File: config.mk
export PLATFORM = sky130hd
export DESIGN_NAME = rr_arbiter_n
export DESIGN_NICKNAME = d
export VERILOG_FILES = /design/src/rtl/rr_arbiter_n.sv
export SDC_FILE = /design/constraint.sdc
export NUM_CORES = 1
export LEC_CHECK = 0
export CORE_UTILIZATION = 45
export CTS_CLUSTER_DIAMETER = 150
export CTS_CLUSTER_SIZE = 40
export DETAILED_ROUTE_END_ITERATION = 10
export GPL_ROUTABILITY_DRIVEN = 0
export PLACE_DENSITY_LB_ADDON = 0.12
export SETUP_SLACK_MARGIN = 0.15
export SLEW_MARGIN = 10
export SYNTH_ARGS = -nofsm -noshare
export SYNTH_HDL_FRONTEND = slang
export SYNTH_SLANG_ARGS = --single-unit
File: constraint.sdc
create_clock -name clk -period 2.4 [get_ports clk]
set_input_delay 0.24 -clock clk [delete_from_list [all_inputs] [get_ports clk]]
set_output_delay 0.24 -clock clk [all_outputs]
set_load 0.1 [all_outputs]
File: src/rtl/rr_arbiter_n.sv
`default_nettype none
// ============================================================================
// Module   : rr_arbiter_n
// Purpose  : NUM_REQ-way round-robin arbiter with time-slice preemption,
//            registered one-hot grant plus encoded index, early release when
//            the holder drops its request, and a slice-expiry pulse.
// Options  : RR_ARB_LOCK_EN - adds the lock port; a locked holder is not
//            preempted by quantum expiry.
// Revision : 1.0 - initial release
// ============================================================================
module rr_arbiter_n #(
  parameter int NUM_REQ = 4,
  parameter int QUANTUM = 16,
  parameter int ID_W    = 2
) (
  input  logic               clk,
  input  logic               resetn,
  input  logic [NUM_REQ-1:0] req,
`ifdef RR_ARB_LOCK_EN
  input  logic               lock,
`endif
  output logic [NUM_REQ-1:0] grnt,
  output logic [ID_W-1:0]    grnt_id,
  output logic               grnt_vld,
  output logic               slice_exp
);

  localparam int              TW      = $clog2(QUANTUM);
  localparam logic [TW-1:0]   T_LAST  = TW'(QUANTUM - 1);
  localparam logic [ID_W-1:0] LAST_ID = ID_W'(NUM_REQ - 1);

  localparam logic [0:0] S_IDLE  = 1'b0;
  localparam logic [0:0] S_GRANT = 1'b1;

  if (ID_W != $clog2(NUM_REQ)) begin : g_bad_id_w
    $error("rr_arbiter_n: ID_W must equal $clog2(NUM_REQ)");
  end

  logic [0:0]         state, state_nxt;
  logic [TW-1:0]      timer, timer_nxt;
  logic [ID_W-1:0]    ptr, ptr_nxt;
  logic [NUM_REQ-1:0] grnt_nxt;
  logic [ID_W-1:0]    id_nxt;

  logic [ID_W-1:0]    holder_next;
  logic [ID_W-1:0]    scan_start;
  logic [ID_W-1:0]    winner;
  logic [NUM_REQ-1:0] win_onehot;
  logic               found;
  logic               hold_req;
  logic               at_last;
  logic               locked;
  logic               end_cond;

  // The holder's successor: start of the next scan, so the holder ranks last.
  assign holder_next = (grnt_id == LAST_ID) ? '0 : grnt_id + ID_W'(1);
  assign hold_req    = req[grnt_id];
  assign at_last     = (timer == T_LAST);

`ifdef RR_ARB_LOCK_EN
  assign locked = (state == S_GRANT) && lock && hold_req;
`else
  assign locked = 1'b0;
`endif

  // A grant ends when the holder lets go or its (unlocked) quantum runs out.
  assign end_cond = !hold_req || (at_last && !locked);

  // Find the first requester scanning upward from the scan start, wrapping.
  always_comb begin
    int              idx;
    logic [ID_W-1:0] cand;
    idx        = 0;
    cand       = '0;
    found      = 1'b0;
    winner     = '0;
    win_onehot = '0;
    scan_start = (state == S_IDLE) ? ptr : holder_next;
    for (int i = 0; i < NUM_REQ; i++) begin
      idx = int'(scan_start) + i;
      if (idx >= NUM_REQ) idx = idx - NUM_REQ;
      cand = ID_W'(idx);
      if (!found && req[cand]) begin
        found  = 1'b1;
        winner = cand;
      end
    end
    if (found) win_onehot[winner] = 1'b1;
  end

  // State and grant registers; reset may arrive at any time, even mid-grant.
  always_ff @(posedge clk or negedge resetn) begin
    if (!resetn) begin
      state    <= S_IDLE;
      grnt     <= '0;
      grnt_id  <= '0;
      grnt_vld <= 1'b0;
      timer    <= '0;
      ptr      <= '0;
    end else begin
      state    <= state_nxt;
      grnt     <= grnt_nxt;
      grnt_id  <= id_nxt;
      grnt_vld <= |grnt_nxt;
      timer    <= timer_nxt;
      ptr      <= ptr_nxt;
    end
  end

  // Next-state logic: arbitrate from IDLE, or hold / hand over from GRANT.
  always_comb begin
    state_nxt = state;
    grnt_nxt  = grnt;
    id_nxt    = grnt_id;
    timer_nxt = timer;
    ptr_nxt   = ptr;
    case (state)
      S_IDLE: begin
        if (found) begin
          state_nxt = S_GRANT;
          grnt_nxt  = win_onehot;
          id_nxt    = winner;
          timer_nxt = '0;
        end
      end
      S_GRANT: begin
        if (end_cond) begin
          ptr_nxt   = holder_next;
          timer_nxt = '0;
          if (found) begin
            // Back-to-back handover; may re-grant the same master as a new slice.
            grnt_nxt = win_onehot;
            id_nxt   = winner;
          end else begin
            state_nxt = S_IDLE;
            grnt_nxt  = '0;
            id_nxt    = '0;
          end
        end else if (!at_last) begin
          // Saturates at the last slot while locked.
          timer_nxt = timer + TW'(1);
        end
      end
      default: begin
        state_nxt = S_IDLE;
        grnt_nxt  = '0;
        id_nxt    = '0;
        timer_nxt = '0;
      end
    endcase
  end

  // Expiry pulse only for a live, unlocked holder in its final quantum cycle.
  always_comb begin
    slice_exp = (state == S_GRANT) && at_last && hold_req && !locked;
  end

endmodule
`default_nettype wire

==> results_tabular.tex, run 1 <==
\begin{tabular}{lr}
\hline
Metric & Value \\
\hline
\multicolumn{2}{l}{\textbf{CTS}} \\
Cts bufs inserted & 3 \\
Clock-pin slew on the worst setup and hold paths & 0.08 ns \\
Clock Sink Count & 14 \\
CTS tree & built \\
Clock Latency Late Sink & 0.29 ns \\
Total of cells resized after clock tree synthesis & 0 \\
Maximum root-to-sink buffer count & 2 \\
Clock Root Buffer & clkbuf\_4 \\
CTS Hold Buffers Added & 0 \\
Post-CTS Setup Inserts & 0 \\
\# H-tree levels & 1 \\
\multicolumn{2}{l}{\textbf{Critical path}} \\
Delay-heaviest family, CP & compound AO/OA/AOI/OAI gates \\
Startpoint type of the worst setup path & flop \\
CP Capture Type & flop \\
Minimum setup slack among reg-to-reg paths & 0.53 ns \\
Cells along the critical path & ha\_1 > mux2\_2 > a211oi\_2 > a31oi\_1 > a21o\_1 > a22o\_1 \\
Arrival time of data at the critical path endpoint & 2.05 ns \\
Reg2reg end & grnt[1] \\
Worst setup path class & reg -> reg \\
Startpoint of the most critical setup path & grnt\_id[0] \\
CP Data Required Time & 2.58 ns \\
Delay of the slowest cell on the worst path & 0.45 ns \\
Bufs and invs on worst path & 0 \\
Beginning of the worst register-to-register path & grnt\_id[0] \\
Standard cell with the maximum stage delay on the critical path & dfrtp\_2 \\
Worst Reg2Reg Path Length in Cells & 6 \\
Largest fanout on the critical path & 7 \\
\multicolumn{2}{l}{\textbf{Floorplan}} \\
IO Count & 14 \\
Placement row count & 14 \\
Die ar. & 1871 um2 \\
Initial standard-cell utilization of the core & 0.4968 \\
X dimension of the die & 43.25 um \\
Core region area & 1541 um2 \\
Die Span Y & 43.25 um \\
\multicolumn{2}{l}{\textbf{Cells and area}} \\
Antenna Cells & 0 \\
Fraction of final layout cells with drive strength greater than 1 & 0.2333 \\
Final instance area & 933.4 um2 \\
Total number of nets in the final design & 99 \\
Signed area change from the synthesized netlist to the final layout & 21.90\% \\
Highest-count cells in the layout ignoring fill and taps & 12 x dfrtp\_1, 7 x nand2\_1, 7 x buf\_4 \\
Leading cell type in the layout, fill and taps excluded & dfrtp\_1 \\
Fillers & 136 \\
\multicolumn{2}{l}{\textbf{Drt}} \\
Number of routed nets with antenna violations & 0 \\
Drt total wl & 1621 um \\
Average via count per standard cell & 5.962 \\
DRC errors left & 0 \\
Wire length on met2 & 711 um \\
WL met3 & 60 um \\
M1 WL & 810 um \\
Number of DRC markers in iteration 0 & 13 \\
Drt first pass iters & 4 \\
Highest routed layer & met4 \\
Drt wl/cell & 15.29 um \\
Routed via count & 632 \\
\multicolumn{2}{l}{\textbf{Synthesis}} \\
Post-Synthesis Mean Instance Area & 10.35 um2 \\
Synthesis-stage register bit count & 14 \\
Top\_reg\_cell synth & dfrtp\_1 \\
Sequential element share of the synthesized area & 0.4575 \\
Total standard cell area after synthesis & 765.7 um2 \\
Number of distinct library cells after synthesis & 26 \\
Number of instances in the synthesized netlist & 74 \\
Mapped Nets & 82 \\
Number of enable-type register cells in the synthesized netlist & 0 \\
Number of warnings reported in the yosys synthesis log & 0 \\
Ys async rst share & 1.000 \\
\multicolumn{2}{l}{\textbf{Timing}} \\
Number of hold violations in the final report & 0 \\
Setup repair after global routing missed its margin & no \\
TNS Setup & 0 ns \\
Remaining max-slew budget at the tightest pin & 0.5757 \\
Final period utilization & 0.7796 \\
Minimum clock period & 1.871 ns \\
Final clock skew & 0.006447 ns \\
Transition time at the pin with the least slew margin & 0.6344 ns \\
Final Setup Violations & 0 \\
Max-slew violation total from the final report & 0 \\
Maximum clock rate & 534.4 MHz \\
\multicolumn{2}{l}{\textbf{Hold path}} \\
Worst hold path class & in -> async \\
\multicolumn{2}{l}{\textbf{Placement}} \\
Post-place instance area & 907.1 um2 \\
Number of port buffers & 13 \\
Sum of net half-perimeters after detailed placement & 1243 um \\
\multicolumn{2}{l}{\textbf{Global routing}} \\
Pin count of the biggest net entering global routing & 15 \\
GR Util All Layers & 0.2080 \\
Number of antenna violations at the first check in global routing & 0 \\
Aggregate global routing overflow & 0 \\
Wire length of the first global-routing pass & 2808 um \\
Vias in the first global route & 645 \\
\multicolumn{2}{l}{\textbf{Status}} \\
Result of the run & finished, final reports clean \\
\multicolumn{2}{l}{\textbf{Job}} \\
Max-capacitance violation count & 0 \\
\hline
\end{tabular}
## sequential cells by signal, summed over array words and instances (netlist names)
name,count
grnt,4
timer,4
grnt_id,2
ptr,2
grnt_vld,1
state,1
## worst register-to-register path, delay by kind of cell (launching register included)
kind	cells	cell delay, ns
AOI/OAI and AO/OA	4	0.68
DFF	1	0.45
adders and majority gates	1	0.33
muxes	1	0.31
## per-stage QoR
stage               hold WS (ns)  std cells    util  worst slack, ns
floorplan               -0.05559         74       -           0.3191
global route              0.4038        106  0.6055           0.4306
detailed placement        0.5073        102  0.5885           0.3892
global placement          0.5088        102  0.5885           0.4278
CTS                       0.3567        106  0.6055           0.5186
finish                    0.3400        106  0.6055           0.5289
## per-layer routing
layer,up-vias,global-route usage
met3,5,0.03830
li1,309,-
met5,-,0
met1,305,0.2658
met4,0,0.1091
met2,13,0.3313
## cell families after synthesis
family,Yosys count,synth area share
AO/OA/AOI/OAI,22,0.2091
flip-flops,14,0.4575
adder cells (fa/ha/maj),2,0.03267
buffers and inverters,2,0.01960
multiplexers,7,0.09640
AND/OR/NAND/NOR,27,0.1846
## cell usage after synthesis (3+ instances only)
library cell,n,share of area
a22o_1,4,0.046
a21oi_1,4,0.026
dfrtp_1,14,0.46
nor2_1,6,0.029
mux2_2,3,0.044
o21ai_0,4,0.026
a21o_1,3,0.029
mux2i_1,4,0.052
nand3_1,3,0.020
nand2_1,7,0.034
nor2b_1,4,0.033
## area by class of cell
type | instances | area (um2) | share of cell area
flip-flops and latches | 14 | 352.8 | 0.3780
clock buffers | 4 | 26.28 | 0.02815
inverters | 1 | 3.754 | 0.004021
repair buffers | 13 | 122.6 | 0.1314
well taps | 16 | 20.02 | 0.02145
multi-input cells | 58 | 407.9 | 0.4370
## worst max-delay path by stage
stage                            to  slack [ns]  depth (start not counted)
after detailed placement     ptr[1]        0.39                          6
after global placement       ptr[1]        0.43                          6
after CTS                   grnt[1]        0.52                          6
final                       grnt[1]        0.53                          6
after global routing      slice_exp        0.43                          4
after floorplan             grnt[1]        0.32                          6
Power of run 1 is not shown: default switching activity piles up to over one toggle a cycle in this logic, so the estimate is an artifact.
==> run 2: changes to the inputs <==
- clock period: 2.4 -> 1.5 ns (I/O delays scaled with it)
==> run 2 against run 1 <==
  * The flow now finishes with violations (negative setup slack)
  * Global-route usage up 5.7 points
  * Register-to-register slack worse by 0.99 ns
  * Cell count up 28%
  * Non-clock buffer count up 30
  * Sequential share of layout area down 13 points
  * Die area unchanged
  * Largest cell class unchanged
  * Highest routed layer unchanged
==> results_tabular.tex, run 2 (synthesis gave the netlist of run 1 again) <==
\begin{tabular}{lr}
\hline
Metric & Value \\
\hline
\multicolumn{2}{l}{\textbf{Status}} \\
Result of the run & complete, but fails checks \\
Violated checks & negative setup slack \\
\multicolumn{2}{l}{\textbf{CTS}} \\
Clock Latency Late Sink & 0.29 ns \\
\# H-tree levels & 1 \\
Cts bufs inserted & 3 \\
CTS Hold Buffers Added & 0 \\
Clock Sink Count & 14 \\
CTS tree & built \\
Clock Root Buffer & clkbuf\_4 \\
Maximum root-to-sink buffer count & 2 \\
Clock-pin slew on the worst setup and hold paths & 0.09 ns \\
\multicolumn{2}{l}{\textbf{Pwr}} \\
Cell-internal power & 2.025 mW \\
Total power divided by cell area & 2614 nW/um2 \\
Net switching fraction of the power & 0.4605 \\
Peak VDD IR & 1737 uV \\
Overall power & 3.754 mW \\
Proportion of power drawn by the clock network & 0.063 \\
Reg power frac & 0.188 \\
Net switching power & 1.729 mW \\
Fraction of power consumed by combinational cells & 0.749 \\
Static leakage & 0.6339 nW \\
\multicolumn{2}{l}{\textbf{Floorplan}} \\
Core region area & 1541 um2 \\
IO Count & 14 \\
Placement row count & 14 \\
Die ar. & 1871 um2 \\
X dimension of the die & 43.25 um \\
Die Span Y & 43.25 um \\
Initial standard-cell utilization of the core & 0.4968 \\
\multicolumn{2}{l}{\textbf{Global routing}} \\
Wire length of the first global-routing pass & 3539 um \\
GR Util All Layers & 0.2648 \\
Pin count of the biggest net entering global routing & 15 \\
Vias in the first global route & 818 \\
Number of antenna violations at the first check in global routing & 0 \\
Aggregate global routing overflow & 0 \\
\multicolumn{2}{l}{\textbf{Critical path}} \\
CP Capture Type & output port \\
Delay of the slowest cell on the worst path & 0.51 ns \\
Bufs and invs on worst path & 3 \\
Startpoint type of the worst setup path & flop \\
Standard cell with the maximum stage delay on the critical path & dfrtp\_4 \\
CP Data Required Time & 1.35 ns \\
Largest fanout on the critical path & 3 \\
Worst setup path class & reg -> out \\
Cells along the critical path & buf\_6 > mux2i\_4 > o22ai\_2 > buf\_4 > nor2b\_4 > buf\_12 \\
Arrival time of data at the critical path endpoint & 1.82 ns \\
Delay-heaviest family, CP & flip-flops \\
Startpoint of the most critical setup path & grnt\_id[1] \\
Beginning of the worst register-to-register path & grnt\_id[1] \\
\multicolumn{2}{l}{\textbf{Timing}} \\
Final Setup Violations & 15 \\
Max-slew violation total from the final report & 0 \\
Transition time at the pin with the least slew margin & 0.3745 ns \\
Crit path setup slack, layout & -0.4722 ns \\
Remaining max-slew budget at the tightest pin & 0.7501 \\
Worst Hold Margin & 0.1642 ns \\
Final clock skew & 0.009812 ns \\
Final period utilization & 1.315 \\
Number of hold violations in the final report & 0 \\
Maximum clock rate & 507.1 MHz \\
Setup repair after global routing missed its margin & yes \\
Minimum clock period & 1.972 ns \\
TNS Setup & -5.229 ns \\
\multicolumn{2}{l}{\textbf{Cells and area}} \\
Signed area change from the synthesized netlist to the final layout & 87.58\% \\
Leading cell type in the layout, fill and taps excluded & buf\_4 \\
Antenna Cells & 0 \\
Leading registers by flop count & grnt: 4 flops, timer: 4 flops \\
Highest-count cells in the layout ignoring fill and taps & 21 x buf\_4, 9 x dfrtp\_1, 9 x buf\_6 \\
Total number of nets in the final design & 129 \\
Fraction of final layout cells with drive strength greater than 1 & 0.5917 \\
\multicolumn{2}{l}{\textbf{Drt}} \\
Routed via count & 839 \\
Drt first pass iters & 4 \\
DRC errors left & 0 \\
Drt wl/cell & 21.57 um \\
Number of DRC markers in iteration 0 & 26 \\
Drt total wl & 2934 um \\
Average via count per standard cell & 6.169 \\
Number of routed nets with antenna violations & 0 \\
\multicolumn{2}{l}{\textbf{Placement}} \\
Sum of net half-perimeters after detailed placement & 1489 um \\
Number of port buffers & 13 \\
\multicolumn{2}{l}{\textbf{Hold path}} \\
Worst hold path class & in -> async \\
\multicolumn{2}{l}{\textbf{Job}} \\
Max-capacitance violation count & 0 \\
\hline
\end{tabular}
==> run 2: cell count changes in the layout (fill, tap and decap cells not counted), moves of 3 or more <==
cell | previous run | this run
buf_4 | 7 | 21
o21ai_0 | 4 | 0
mux2_4 | 0 | 3
mux2i_1 | 4 | 1
buf_6 | 0 | 9
dfrtp_1 | 12 | 9
mux2_2 | 3 | 0
buf_12 | 1 | 8
a21oi_1 | 4 | 1
==> run 2: path summary, 6_finish.rpt <==
path | to | cells after the start | slack [ns]
setup / recovery | slice_exp | 6 | -0.47
hold / removal | grnt_vld | 2 | 0.16
setup reg to reg | grnt[1] | 6 | -0.46
hold reg to reg | ptr[0] | 1 | 0.54
max in group asynchronous | grnt_id[0] | 2 | 1.13
min in group clk | ptr[0] | 1 | 0.54
==> run 2: repair_timing <==
action                     4_1_cts  5_1_grt
pin swaps                        4        6
setup endpoints to repair       14       15
buffers inserted                 4        5
gates resized for setup          8       21
cloned                           0        0
==> run 2: layout make-up <==
class	instances	area, um2
Fill cell	50	105.1
Timing Repair Buffer	43	469.2
Multi-Input combinational cell	58	555.5
Tap cell	16	20.02
Inverter	1	3.754
Clock buffer	4	26.28
Sequential cell	14	361.6
==> run 2: power by group through the flow <==
stage	clock (mW)	sequential, mW	combinational, mW
after global placement	0	0.688	2.08
final	0.235	0.707	2.81
after detailed placement	0	0.701	2.12
after global routing	0.242	0.717	2.91
after floorplan	0	1.23	0.783
after CTS	0.231	0.698	2.33
==> run 2: metal layers <==
layer / global-route usage / share of wire / wire length [um] / vias to the layer above
li1: - / - / - / 366
met3: 0.03404 / 0.034 / 100 / 11
met1: 0.3071 / 0.38 / 1105 / 425
met2: 0.4358 / 0.55 / 1625 / 37
met4: 0.2000 / 0.035 / 102 / 0
met5: 0 / 0 / 0 / -
==> run 2: stage by stage <==
| stage | setup slack (ns) | cells | util | instance area, um2 |
|---|---|---|---|---|
| 2_1_floorplan | -0.4410 | 74 | - | 823.3 |
| 3_3_place_gp | -0.2947 | 123 | 0.7784 | 1200 |
| 3_5_place_dp | -0.3341 | 123 | 0.7784 | 1200 |
| 4_1_cts | -0.3993 | 131 | 0.8393 | 1294 |
| 5_1_grt | -0.5276 | 136 | 0.9318 | 1436 |
| 6_report | -0.4722 | 136 | 0.9318 | 1436 |
(Power assumes the default switching activity.)
==> patch 1, RTL diff (config.mk and constraints of run 1) <==
Change the parameter `QUANTUM` from 16 to 32.
--- a/src/rtl/rr_arbiter_n.sv
+++ b/src/rtl/rr_arbiter_n.sv
@@ -12,3 +12,3 @@
   parameter int NUM_REQ = 4,
-  parameter int QUANTUM = 16,
+  parameter int QUANTUM = 32,
   parameter int ID_W    = 2
Function: no difference found for any inputs over 10 cycles, from zero or initial values and one cycle with resetn low; that may be too few to reach the edited logic, so the function may still have changed.
==> patch 1 against run 1 <==
- area after synthesis rose by 2.5%
- cell area rose by 2.3%
- critical path depth did not move
- sequential cell count rose by 1
- global-route usage fell by 1.3 points
- routed wire length fell by 1.2%
- clock skew rose by 0.0030 ns
- non-clock buffer count did not move
- setup slack got worse by 0.24 ns
Power is left out: the tool's default activity adds up to more than one toggle a clock period on the data nets, which glitch-free logic cannot reach.
==> patch 1: results <==
[routing]
route.met3.wl_microns = 75
vias = 645
met1Wirelength_microns = 794
vias_per_cell = 6.03
wl_per_cell_microns = 15.0

[yosys]
ys_seq_area_share_pct = 47.8
mappedNetlistNets = 84
syn_area_per_cell_sq_um = 10.5
synth_seq_cells = 15

[global_routing]
grt_use_met2_pct = 27.8
gr-usage-met1_pct = 28.3
gr-usage-all-layers_pct = 19.5
grt_max_degree = 16
met3_usage_pct = 4.17

[cells_and_area]
multi_input_area_share_pct = 42.2
regArea_sq_um = 378
buf_share_pct = 12.8
top_regs = timer: 5 flops, grnt: 4 flops
drive_gt1_share_pct = 25.3
fin_area_sq_um = 955

[placement]
dp_hpwl_microns = 1170
place_area_sq_um = 918
post-place-ws_ns = 0.223

[outcome]
status = complete, no violations

[critical_path]
arrival_ns = 2.28
==> patch 1: cell count changes after synthesis, moves of 3 or more <==
cell,delta
a21oi_1,-3
nand2_1,+4
o31ai_1,+4
o21ai_0,+3
nor2b_1,-3
mux2i_1,-4
==> patch 1: logic make-up after synthesis <==
group | count (synthesis) | synth area share, %
buffers and inverters | 2 | 1.91
adder cells (fa/ha/maj) | 3 | 4.79
flip-flops | 15 | 47.8
multiplexers | 3 | 6.06
AO/OA/AOI/OAI | 25 | 23.9
AND/OR/NAND/NOR | 27 | 15.5
==> patch 1: final timing paths <==
check	from	slack, ns	end
worst max-delay path	grnt_id[0]	0.29	grnt[3]
min in group clk	ptr[0]	0.48	ptr[0]
max in group asynchronous	resetn	1.57	grnt_id[0]
worst max register to register	grnt_id[0]	0.29	grnt[3]
worst min-delay path	resetn	0.35	timer[4]
worst min register to register	ptr[0]	0.48	ptr[0]
==> patch 2, RTL diff (flow settings as in run 1) <==
Made on the original files. Make the reset (`resetn`) synchronous in one clocked block.
--- a/src/rtl/rr_arbiter_n.sv
+++ b/src/rtl/rr_arbiter_n.sv
@@ -91,3 +91,3 @@
   // State and grant registers; reset may arrive at any time, even mid-grant.
-  always_ff @(posedge clk or negedge resetn) begin
+  always_ff @(posedge clk) begin
     if (!resetn) begin
Behaviour: differs if resetn is asserted again (counterexample within 4 cycles, from zero or initial values and one cycle with resetn low); with resetn held inactive, the same outputs for 10 cycles.
==> patch 2 against run 1 <==
- the run now ends with DRC left
- setup slack worse by 0.23 ns
- sequential cell count unchanged
- area after synthesis rose by 0.98%
- worst hold slack improved by 0.18 ns
- routed wire length is 3.4% lower
- cell area up 3.2%
- cell count is 9.4% higher
- critical path type unchanged
- critical endpoint is now grnt_vld
==> patch 2: results <==
[outcome]
status = finished with violations
failed_checks = DRC

[hold_path]
hold_class = reg -> reg

[yosys]
synth_common_cells = dfxtp_1, nor2b_1, nand2_1, nor2_1
syn_area_per_cell_sq_um = 9.21
yosysWarnings = 0
async_flop_share_pct = 0
ys_seq_area_share_pct = 36.2
mappedNetlistNets = 92
synth_cell_types = 30
synth_ff_type = dfxtp_1
synth.area.top_cells = dfxtp_1, nor2b_1, mux2i_1, nand2_1, and2_1

[global_routing]
grt_pass1_wl_microns = 2620
met3_usage_pct = 3.75
gr-usage-met1_pct = 25.0
grt_use_met2_pct = 27.9
gr-usage-all-layers_pct = 19.1
grt_max_degree = 15
grt_pass1_vias = 613
antenna_found_initial = 0

[routing]
wl_per_cell_microns = 13.5
drtPass1Iterations = 7
vias_per_cell = 5.81
drt_iter0_markers = 22
post-route-drc-count = 2

[critical_path]
crit_family = simple AND/OR/NAND/NOR gates
cpPeakStageDelay_ns = 0.50
cp_max_fo = 6
cpMaxStageDelayCell = or4b_1
arrival_ns = 2.27

[cells_and_area]
nNetsFinal = 109
drive_gt1_share_pct = 22.0
instances_no_fill = 116
n_fill_cell = 127
top_regs = grnt: 4 flops, timer: 4 flops
n_antenna_cell = 0

[placement]
place_area_sq_um = 918
placed_cells_incl_taps = 112
dp_hpwl_microns = 1170
io_buffers = 13

[cts]
clk_transition_reported_paths_ns = 0.09
clock_path_buffers = 2
cts-htree-levels = 1
clk_latency_ns = 0.29
cts-root-buf = clkbuf_4
cts_buffers = 3

[timing]
relSlewSlack_pct = 67.7
fin_worst_skew_ns = 0.0137

[pwr]
vdd_drop_max_uv = 403
p_leak_uw = 0.000370
p_int_uw = 424
[patch 2: cell types whose count changed in the layout (fill, tap and decap cells not counted), sizes merged, moves of 3 or more]
| cell | before | now |
|---|---|---|
| dfrtp | 14 | 0 |
| dfxtp | 0 | 14 |
| nor2b | 4 | 14 |
| a22o | 4 | 0 |
| a21o | 3 | 0 |
| and2 | 1 | 4 |
| mux2 | 3 | 0 |
[patch 2: repair_timing]
item | in CTS | in global routing
resized for setup | 0 | 1
setup endpoints to repair | 0 | 3
setup buffers | 0 | 0
[patch 2: routing by layer]
layer	up-vias	part of all wire [%]	wire length, microns
met2	19	46	728
met1	310	46	726
met3	5	4.3	68
met5	-	0	0
li1	340	-	-
met4	0	2.6	41
[patch 2: final cells by class]
type | instances | area [sq um] | share of cell area [%]
clock buffers | 4 | 36.3 | 3.77
multi-input cells | 68 | 489 | 50.8
flip-flops and latches | 14 | 288 | 29.9
well taps | 16 | 20.0 | 2.08
repair buffers | 14 | 130 | 13.5
[patch 2: worst min-delay path, delay by kind of cell (launching register included)]
| kind | cells | cell delay [ns] |
|---|---|---|
| muxes | 1 | 0.06 |
| and+or+nand+nor | 1 | 0.09 |
| DFF | 1 | 0.33 |
[patch 2: worst paths after layout]
path	endpoint	start	cells past startpoint	slack (ns)
worst min register to register	ptr[0]	ptr[0]	2	0.52
worst max-delay path	grnt_vld	grnt_id[0]	7	0.30
worst min-delay path	ptr[0]	ptr[0]	2	0.52
worst max register to register	grnt_vld	grnt_id[0]	7	0.30
[patch 2: logic make-up after synthesis]
logic type,share of synthesized area (%)
AND/OR/NAND/NOR,32.0
AO/OA/AOI/OAI,18.0
flip-flops,36.2
multiplexers,8.58
buffers and inverters,1.94
adder cells (fa/ha/maj),3.24
[patch 2: stage by stage]
stage          power, uW  setup WS (ns)
6_report             692          0.304
5_1_grt              726          0.172
4_1_cts              692          0.252
3_5_place_dp         517          0.194
3_3_place_gp         516          0.225
2_1_floorplan        465          0.278
[patch 2: power groups by stage]
| stage | registers (uW) | clock network, uW | logic (uW) |
|---|---|---|---|
| global placement | 276 | 0 | 240 |
| floorplan | 367 | 0 | 97.3 |
| detailed placement | 276 | 0 | 241 |
| CTS | 271 | 179 | 242 |
| global route | 274 | 192 | 260 |
| finish | 272 | 174 | 246 |
